### src/rtl/uart_pkg.sv
// Shared constants and state encoding for the round-robin uart_tx arbiter.
// The optional watchdog is compiled in with UART_ARB_TIMEOUT_EN.
package uart_pkg;

   localparam int UART_DW                = 8;
   localparam int TIMEOUT_CYCLES_DEFAULT = 65535;

   localparam logic [1:0] ST_IDLE  = 2'd0;
   localparam logic [1:0] ST_START = 2'd1;
   localparam logic [1:0] ST_BUSY  = 2'd2;
   localparam logic [1:0] ST_ACK   = 2'd3;

   typedef enum logic [1:0] {
      IDLE  = ST_IDLE,
      START = ST_START,
      BUSY  = ST_BUSY,
      ACK   = ST_ACK
   } state_t;

endpackage

### src/rtl/uart_tx_arbiter_rr_arbiter.sv
// Combinational rotate-priority selector: the first set request after the
// pointer (wrapping modulo N) wins; returns it one-hot and as an index.
module rr_arbiter #(
   parameter int N = 2,
   localparam int PW = $clog2(N)
) (
   input  logic [N-1:0]  i_req,
   input  logic [PW-1:0] i_ptr,
   output logic [N-1:0]  o_grant,
   output logic [PW-1:0] o_idx,
   output logic          o_valid
);

   logic [PW-1:0] cand;

   // Scan from the farthest offset down so the nearest requester after the pointer wins.
   always_comb begin
      o_grant = '0;
      o_idx   = '0;
      o_valid = 1'b0;
      cand    = '0;
      for (int i = N; i >= 1; i--) begin
         cand = PW'((int'(i_ptr) + i) % N);
         if (i_req[cand]) begin
            o_grant       = '0;
            o_grant[cand] = 1'b1;
            o_idx         = cand;
            o_valid       = 1'b1;
         end
      end
   end

endmodule

### src/rtl/uart_tx_arbiter.sv
// Shares one uart_tx between N requesters: round-robin pick, latch byte, start, wait done, ack.
// Define UART_ARB_TIMEOUT_EN to add a BUSY watchdog and the sticky o_timeout flag.
module uart_tx_arbiter
   import uart_pkg::*;
#(
   parameter int N              = 2,
   parameter int TIMEOUT_CYCLES = TIMEOUT_CYCLES_DEFAULT
) (
   input  logic                 clk,
   input  logic                 reset,
   input  logic [N-1:0]         i_req,
   input  logic [UART_DW*N-1:0] i_data,
   output logic [N-1:0]         o_grant,
   output logic [N-1:0]         o_ack,
   output logic                 o_busy,
   output logic                 o_tx_start,
   output logic [UART_DW-1:0]   o_tx_data,
   input  logic                 i_tx_done
`ifdef UART_ARB_TIMEOUT_EN
   ,
   output logic                 o_timeout
`endif
);

   localparam int PW = $clog2(N);

   if (N < 2 || N > 8 || TIMEOUT_CYCLES < 1) begin : g_param_check
      $error("uart_tx_arbiter: N must be 2..8 and TIMEOUT_CYCLES at least 1");
   end

   state_t               state_q;
   logic [PW-1:0]        ptr_q;
   logic [N-1:0]         grant_q;
   logic [N-1:0]         ack_q;
   logic                 busy_q;
   logic                 start_q;
   logic [UART_DW-1:0]   data_q;

   logic [N-1:0]         winGrant;
   logic [PW-1:0]        winIdx;
   logic                 winValid;
   logic [UART_DW-1:0]   winData;

`ifdef UART_ARB_TIMEOUT_EN
   localparam int TW = $clog2(TIMEOUT_CYCLES + 1);
   localparam logic [TW-1:0] TMO_LAST = TW'(TIMEOUT_CYCLES - 1);
   logic [TW-1:0]        tmo_q;
   logic                 timeout_q;
`endif

   rr_arbiter #(.N(N)) u_rr (
      .i_req   (i_req),
      .i_ptr   (ptr_q),
      .o_grant (winGrant),
      .o_idx   (winIdx),
      .o_valid (winValid)
   );

   always_comb begin
      winData = '0;
      for (int k = 0; k < N; k++) begin
         if (winGrant[k]) winData = i_data[k*UART_DW +: UART_DW];
      end
   end

   // Done pulses outside BUSY fall through untouched, so they are ignored by construction.
   always_ff @(posedge clk or negedge reset) begin
      if (!reset) begin
         state_q   <= IDLE;
         ptr_q     <= PW'(N - 1);
         grant_q   <= '0;
         ack_q     <= '0;
         busy_q    <= 1'b0;
         start_q   <= 1'b0;
         data_q    <= '0;
`ifdef UART_ARB_TIMEOUT_EN
         tmo_q     <= '0;
         timeout_q <= 1'b0;
`endif
      end else begin
         start_q <= 1'b0;
         ack_q   <= '0;
         case (state_q)
            IDLE: begin
               if (winValid) begin
                  grant_q <= winGrant;
                  data_q  <= winData;
                  ptr_q   <= winIdx;
                  start_q <= 1'b1;
                  busy_q  <= 1'b1;
                  state_q <= START;
               end
            end
            START: begin
               state_q <= BUSY;
`ifdef UART_ARB_TIMEOUT_EN
               tmo_q   <= '0;
`endif
            end
            BUSY: begin
               if (i_tx_done) begin
                  ack_q   <= grant_q;
                  state_q <= ACK;
               end
`ifdef UART_ARB_TIMEOUT_EN
               else if (tmo_q == TMO_LAST) begin
                  ack_q     <= grant_q;
                  timeout_q <= 1'b1;
                  state_q   <= ACK;
               end else begin
                  tmo_q <= tmo_q + 1'b1;
               end
`endif
            end
            ACK: begin
               grant_q <= '0;
               busy_q  <= 1'b0;
               state_q <= IDLE;
            end
            default: state_q <= IDLE;
         endcase
      end
   end

   assign o_grant    = grant_q;
   assign o_ack      = ack_q;
   assign o_busy     = busy_q;
   assign o_tx_start = start_q;
   assign o_tx_data  = data_q;
`ifdef UART_ARB_TIMEOUT_EN
   assign o_timeout  = timeout_q;
`endif

endmodule

### config.mk
export PLATFORM = sky130hd
export DESIGN_NAME = uart_tx_arbiter
export DESIGN_NICKNAME = d
export VERILOG_FILES = /design/src/rtl/uart_pkg.sv /design/src/rtl/uart_tx_arbiter_rr_arbiter.sv /design/src/rtl/uart_tx_arbiter.sv
export SDC_FILE = /design/constraint.sdc
export NUM_CORES = 1
export LEC_CHECK = 0
export CORE_MARGIN = 4
export CORE_UTILIZATION = 47
export CTS_BUF_LIST = sky130_fd_sc_hd__clkbuf_4 sky130_fd_sc_hd__clkbuf_8
export CTS_CLUSTER_DIAMETER = 120
export DETAILED_ROUTE_END_ITERATION = 6
export GPL_ROUTABILITY_DRIVEN = 0
export PLACE_DENSITY = 0.86
export SLEW_MARGIN = 15
export SYNTH_ARGS = -nofsm -noshare
export SYNTH_HDL_FRONTEND = slang
export SYNTH_SLANG_ARGS = --single-unit
### constraint.sdc
create_clock -name clk -period 3.08 [get_ports clk]
set_input_delay 0.616 -clock clk [delete_from_list [all_inputs] [get_ports clk]]
set_output_delay 0.616 -clock clk [all_outputs]
set_load 0.05 [all_outputs]
# Yosys cells after proc, flatten, opt, wreduce, memory -nomap -nowiden
# Cells that the tools add are included.
# word_totals
ff_bits	17
input_bits	21
out_inout_bits	14
# op_classes
addsub	2
order_cmp	4
n_eq_ne	5
muxes	27
n_reduce_logical	7
# ops
op	n
$mux 8	2
$mux 2	7
$mux 1	13
$pmux 2 s4	1
$reduce_and 2->1	3
$eq 2x2->1 const B	2
$lt 1x2->1 const B	2
$pmux 2 s2	1
$add 1x1->1 const B	2
$demux 1 s1	2
$eq 2x1->1 const B	1
$ge 1x1->1 const B	2
$logic_and 1x1->1	2
$logic_not 2->1	1
$ne 2x1->1 const B	1
$ne 2x2->1 const B	1
$pmux 1 s2	1
$reduce_bool 2->1	1

# Longest topological paths before layout
# depth
ltp_word	9
depth_mapped	8
depth_no_buf	5

# Modules after synthesis
# Synthesis repeated with hierarchy kept, for this count alone.
# unflattened
hier_cells	78
area_unflattened_um2	812.0
# by_module_without_submodules
mod	n_inst	cells_each	area_each_um2
uart_tx_arbiter	1	73	779.5
rr_arbiter	1	5	32.5

# Least setup slack after synthesis
# No wires, ideal clock.
# synth_timing
path_type	flip-flop to flip-flop
from	register state_q[0]
to	register state_q[1]
setup_ns	0.125
t_arrival_ns	1.319
required_ns	2.955
path_slack_ns	1.636
stages_incl_launch_ff	7
n_path_buf	1
period_less_slack_ns	1.444
path_cell_list	dfrtp_1 -> inv_1 -> ha_1 -> buf_6 -> nor3b_4 -> a21oi_2 -> mux2_4
# synth_between
elab_chain_cells	3
# synth_rtl
item	line_no	rtl
from (decl)	uart_tx_arbiter.sv:31	state_t state_q;
from (signal assigned)	uart_tx_arbiter.sv:69	state_q <= IDLE;
from (signal assigned)	uart_tx_arbiter.sv:91	state_q <= START;
from (signal assigned)	uart_tx_arbiter.sv:95	state_q <= BUSY;
$eq 2x2->1 or $logic_not 2->1 (tied branches)	uart_tx_arbiter.sv:83	case (state_q)
$ne 2x2->1 (no source line) or $ne 2x1->1 (tied branches)	--	
$reduce_and 2->1 (no source line)	--	
# Several ways; a longest one is shown, not always the timed one.
# A chain may end at the register's enable or synchronous reset.

# Final worst setup path
# layout_timing
from	register grant_q[1] (netlist: o_grant[1])
to	output o_grant[1]
# layout_lines
item	line_no	rtl
from (decl)	uart_tx_arbiter.sv:33	logic [N-1:0] grant_q;
from (signal assigned)	uart_tx_arbiter.sv:86	grant_q <= winGrant;
to (decl)	uart_tx_arbiter.sv:13	output logic [N-1:0] o_grant,
# No word-level cell between the ends.

==> results by group <==
STA
  – Final Hold Vio Count: 0
  – Fmax: approximately 470 MHz
  – Final Max Tran Viols: 0
  – Setup TNS: 0 ps
  – Setup violators final: 0
  – Period utilization: between 60 and 70%
  – RSZ-0062 raised after global routing: no
  – Slew headroom: approximately 50%
  – Clock skew: between 3 and 4 ps
  – Actual slew at the worst max-slew pin: between 700 and 800 ps
  – Final min period: between 2000 and 2500 ps

Global routing
  – Grt peak-use layer: met2
  – Largest net degree at the start of global routing: 19
  – Initial antenna violation count: 0
  – Met1 Use GR: 19.9%
  – GRT Total Usage: between 10% and 20%
  – Vias in the first global route: about 720
  – GR Util met3: about 5.8%
  – GRT overflow: 0
  – First-pass GRT wire length: ~3.3 mm
  – Met2 Usage GRT: 27.9%

Logic synthesis
  – Synthesized area per cell: approximately 11 um^2
  – Number of synthesized register bits: 17
  – Synth unique cells: 27
  – XOR/XNOR Fraction of Synth Area: 0%
  – Yosys warns: 0
  – Seq/Total Area, Yosys: between 40 and 50%
  – Ys flop type: dfrtp_1
  – Post-synth EDFFs: 0
  – Mux cell area share after synthesis: under 10%
  – Post-Synth Adder-Cell Area: under 10%
  – Largest family of logic cells by synthesized area: compound AO/OA/AOI/OAI gates
  – Mapped Cells: 76
  – Simple-gate share of the synthesized area: 12.9%
  – Compound-cell area share of the yosys netlist: roughly 22%
  – Post-synth top area cell: dfrtp_1
  – Synth async-reset ratio: 100%
  – Yosys top cell area share: a little under half
  – Synth area leaders: dfrtp_1 46%, a32oi_1 8.0%, ha_1 5.7%
  – Mapped Area: 871 um^2
  – Synthesized net count: a little over 100

Finish
  – Diode count: 0
  – Layout cells sized above 1: a little under an eighth
  – Area growth, synth to finish: 40.4%
  – Fin nets: approximately 140
  – Fillers: about 140
  – Finished Layout Cells: 134

Floorplan
  – Num ports: 35
  – Total die area: 0.00261 mm^2
  – Core Rows: 15
  – Core Box Area: roughly 0.0017 mm^2
  – Die H: between 50 and 60 um
  – Die width: 51.0 um
  – Starting Density: 49.9%

Run status
  – Status: complete, no violations

Worst setup path
  – Crit path max fanout: 4
  – Critical path type: reg2out
  – Crit path arrival time: between 1500 and 2000 ps
  – Worst r2r src: state_q[0]
  – CP cell instances: clkdlybuf4s50_1
  – Critical Path Start: o_grant[1]
  – Worst EP required: ~2500 ps
  – Max stage delay cell, worst path: clkdlybuf4s50_1
  – CP bufs+invs: 1
  – Startpoint types: register
  – Worst setup EP type: output port
  – Critical Path Max Stage Delay: between 800 and 900 ps
  – Reg2reg setup slack: 1390 ps
  – Cell family with most CP delay: buffers and inverters

Clock tree
  – Clk pin slew, worst setup/hold paths: between 100 and 150 ps
  – CTS Hold Buffers Added: 0
  – Root cell of the clock tree: clkbuf_4
  – H-Tree Depth: 1
  – CTS tree: built
  – Clk buf depth: 2
  – CTS buffer count: 3
  – Post-CTS Setup Bufs: 0
  – Resized Gates After CTS: 0
  – Clock sinks: 17
  – Clk Latency, worst-skew pair: roughly 300 ps

Power and ir drop
  – Int Pwr: around 680 uW
  – Maximum vdd ir drop: around 0.57 mV
  – Final Power: roughly 1300 uW
  – Leak pwr: about 0.0005 uW
  – Seq pwr share: 30.7%
  – Logic pwr share: 59.6%
  – Clock power share: 9.7%
  – Pwr dens: roughly 1100 mW/mm^2
  – NetSw: 630 uW
  – Switching Share: between 40% and 50%

Drt
  – Post-DR vias/cell: between 5 and 6
  – WL per Instance: approximately 15 um
  – Remaining antenna violation count: 0
  – DR pass1 iterations: 4
  – DR vias: 722
  – WL final: about 2.0 mm
  – Initial detailed-routing violation count: 12
  – DRC violations left: 0

Run
  – Max-Cap Viols: 0

Placed design
  – # port buffers: 34
  – HPWL Detailed: between 1 and 1.5 mm
  – Inst Count DP: between 100 and 150

Worst hold path
  – Hold Path Origin: o_busy
  – Min-delay worst type: reg2reg
## registers in the layout (all words and copies together), names as in the netlist
register / cells
o_ack: 2
o_busy: 1
o_grant: 2
o_tx_data: 8
o_tx_start: 1
ptr_q: 1
state_q: 2
## metal layers
layer,wire (um),vias to the layer above
met5,0,-
met3,172,5
met2,870,29
li1,-,342
met4,32,0
met1,886,346
## layout by cell type (no fill, tap or decap), drive strengths merged, types with 2 or more instances in the layout
master / count
clkdlybuf4s50: 34
dfrtp: 16
a21oi: 11
nor2: 9
a32oi: 8
ha: 4
inv: 3
nand2b: 3
clkbuf: 3
and3: 2
nand2: 2
o21ai: 2
nor3b: 2
## path summary, 6_finish.rpt
path                           endpoint  cells past startpoint
hold / removal                   o_busy                      2
setup / recovery             o_grant[1]                      1
setup reg to reg           o_tx_data[4]                      5
max in group asynchronous    o_grant[0]                      1
min in group asynchronous  o_tx_data[4]                      1
hold reg to reg                  o_busy                      2
## power groups by stage
stage               clock, uW  combinational, uW  sequential [uW]
finish                    126                781              402
global route              143                830              418
CTS                       129                787              402
detailed placement          0                786              406
global placement            0                767              401
floorplan                   0                313              671
## logic make-up (layout without fill, tap and decap cells)
kind of cell             after synthesis  after routing
AO/OA/AOI/OAI                         26             26
adder cells (fa/ha/maj)                4              4
multiplexers                           2              2
buffers and inverters                  8             41
flip-flops                            17             17
AND/OR/NAND/NOR                       19             19
## worst reg2reg max path, stage by stage (launching register included)
cell,delay (ps)
dfrtp_1,410
inv_1,120
ha_1,320
o21a_1,540
nor2_1,90
a21oi_1,140
## Yosys cell counts (2+ instances only)
library cell / instances
nand2b_1: 3
ha_1: 4
a21oi_2: 2
and3_1: 2
dfrtp_1: 16
buf_6: 2
nor2_1: 8
nand2_1: 2
o21ai_1: 2
a21oi_1: 9
inv_1: 3
a32oi_1: 8
## final cells by class
| cell class | count | area, um^2 | area share [%] |
|---|---|---|---|
| Sequential cell | 17 | 427 | 34.9 |
| Multi-Input combinational cell | 51 | 383 | 31.3 |
| Timing Repair Buffer | 34 | 340 | 27.8 |
| Tap cell | 25 | 31.3 | 2.56 |
| Clock buffer | 3 | 22.5 | 1.84 |
| Inverter | 3 | 11.3 | 0.921 |
| Clock inverter | 1 | 7.51 | 0.614 |
## stage by stage
step                utilization (%)  hold WS (ps)  cell area [um^2]  setup slack (ps)
floorplan                         -           320               871              1640
global placement               68.3           502              1190               806
detailed placement             68.3           509              1190               724
CTS                            70.0           537              1220               928
global route                   70.0           580              1220               880
finish                         70.0           534              1220               936
Power figures use the tool's default switching activity.
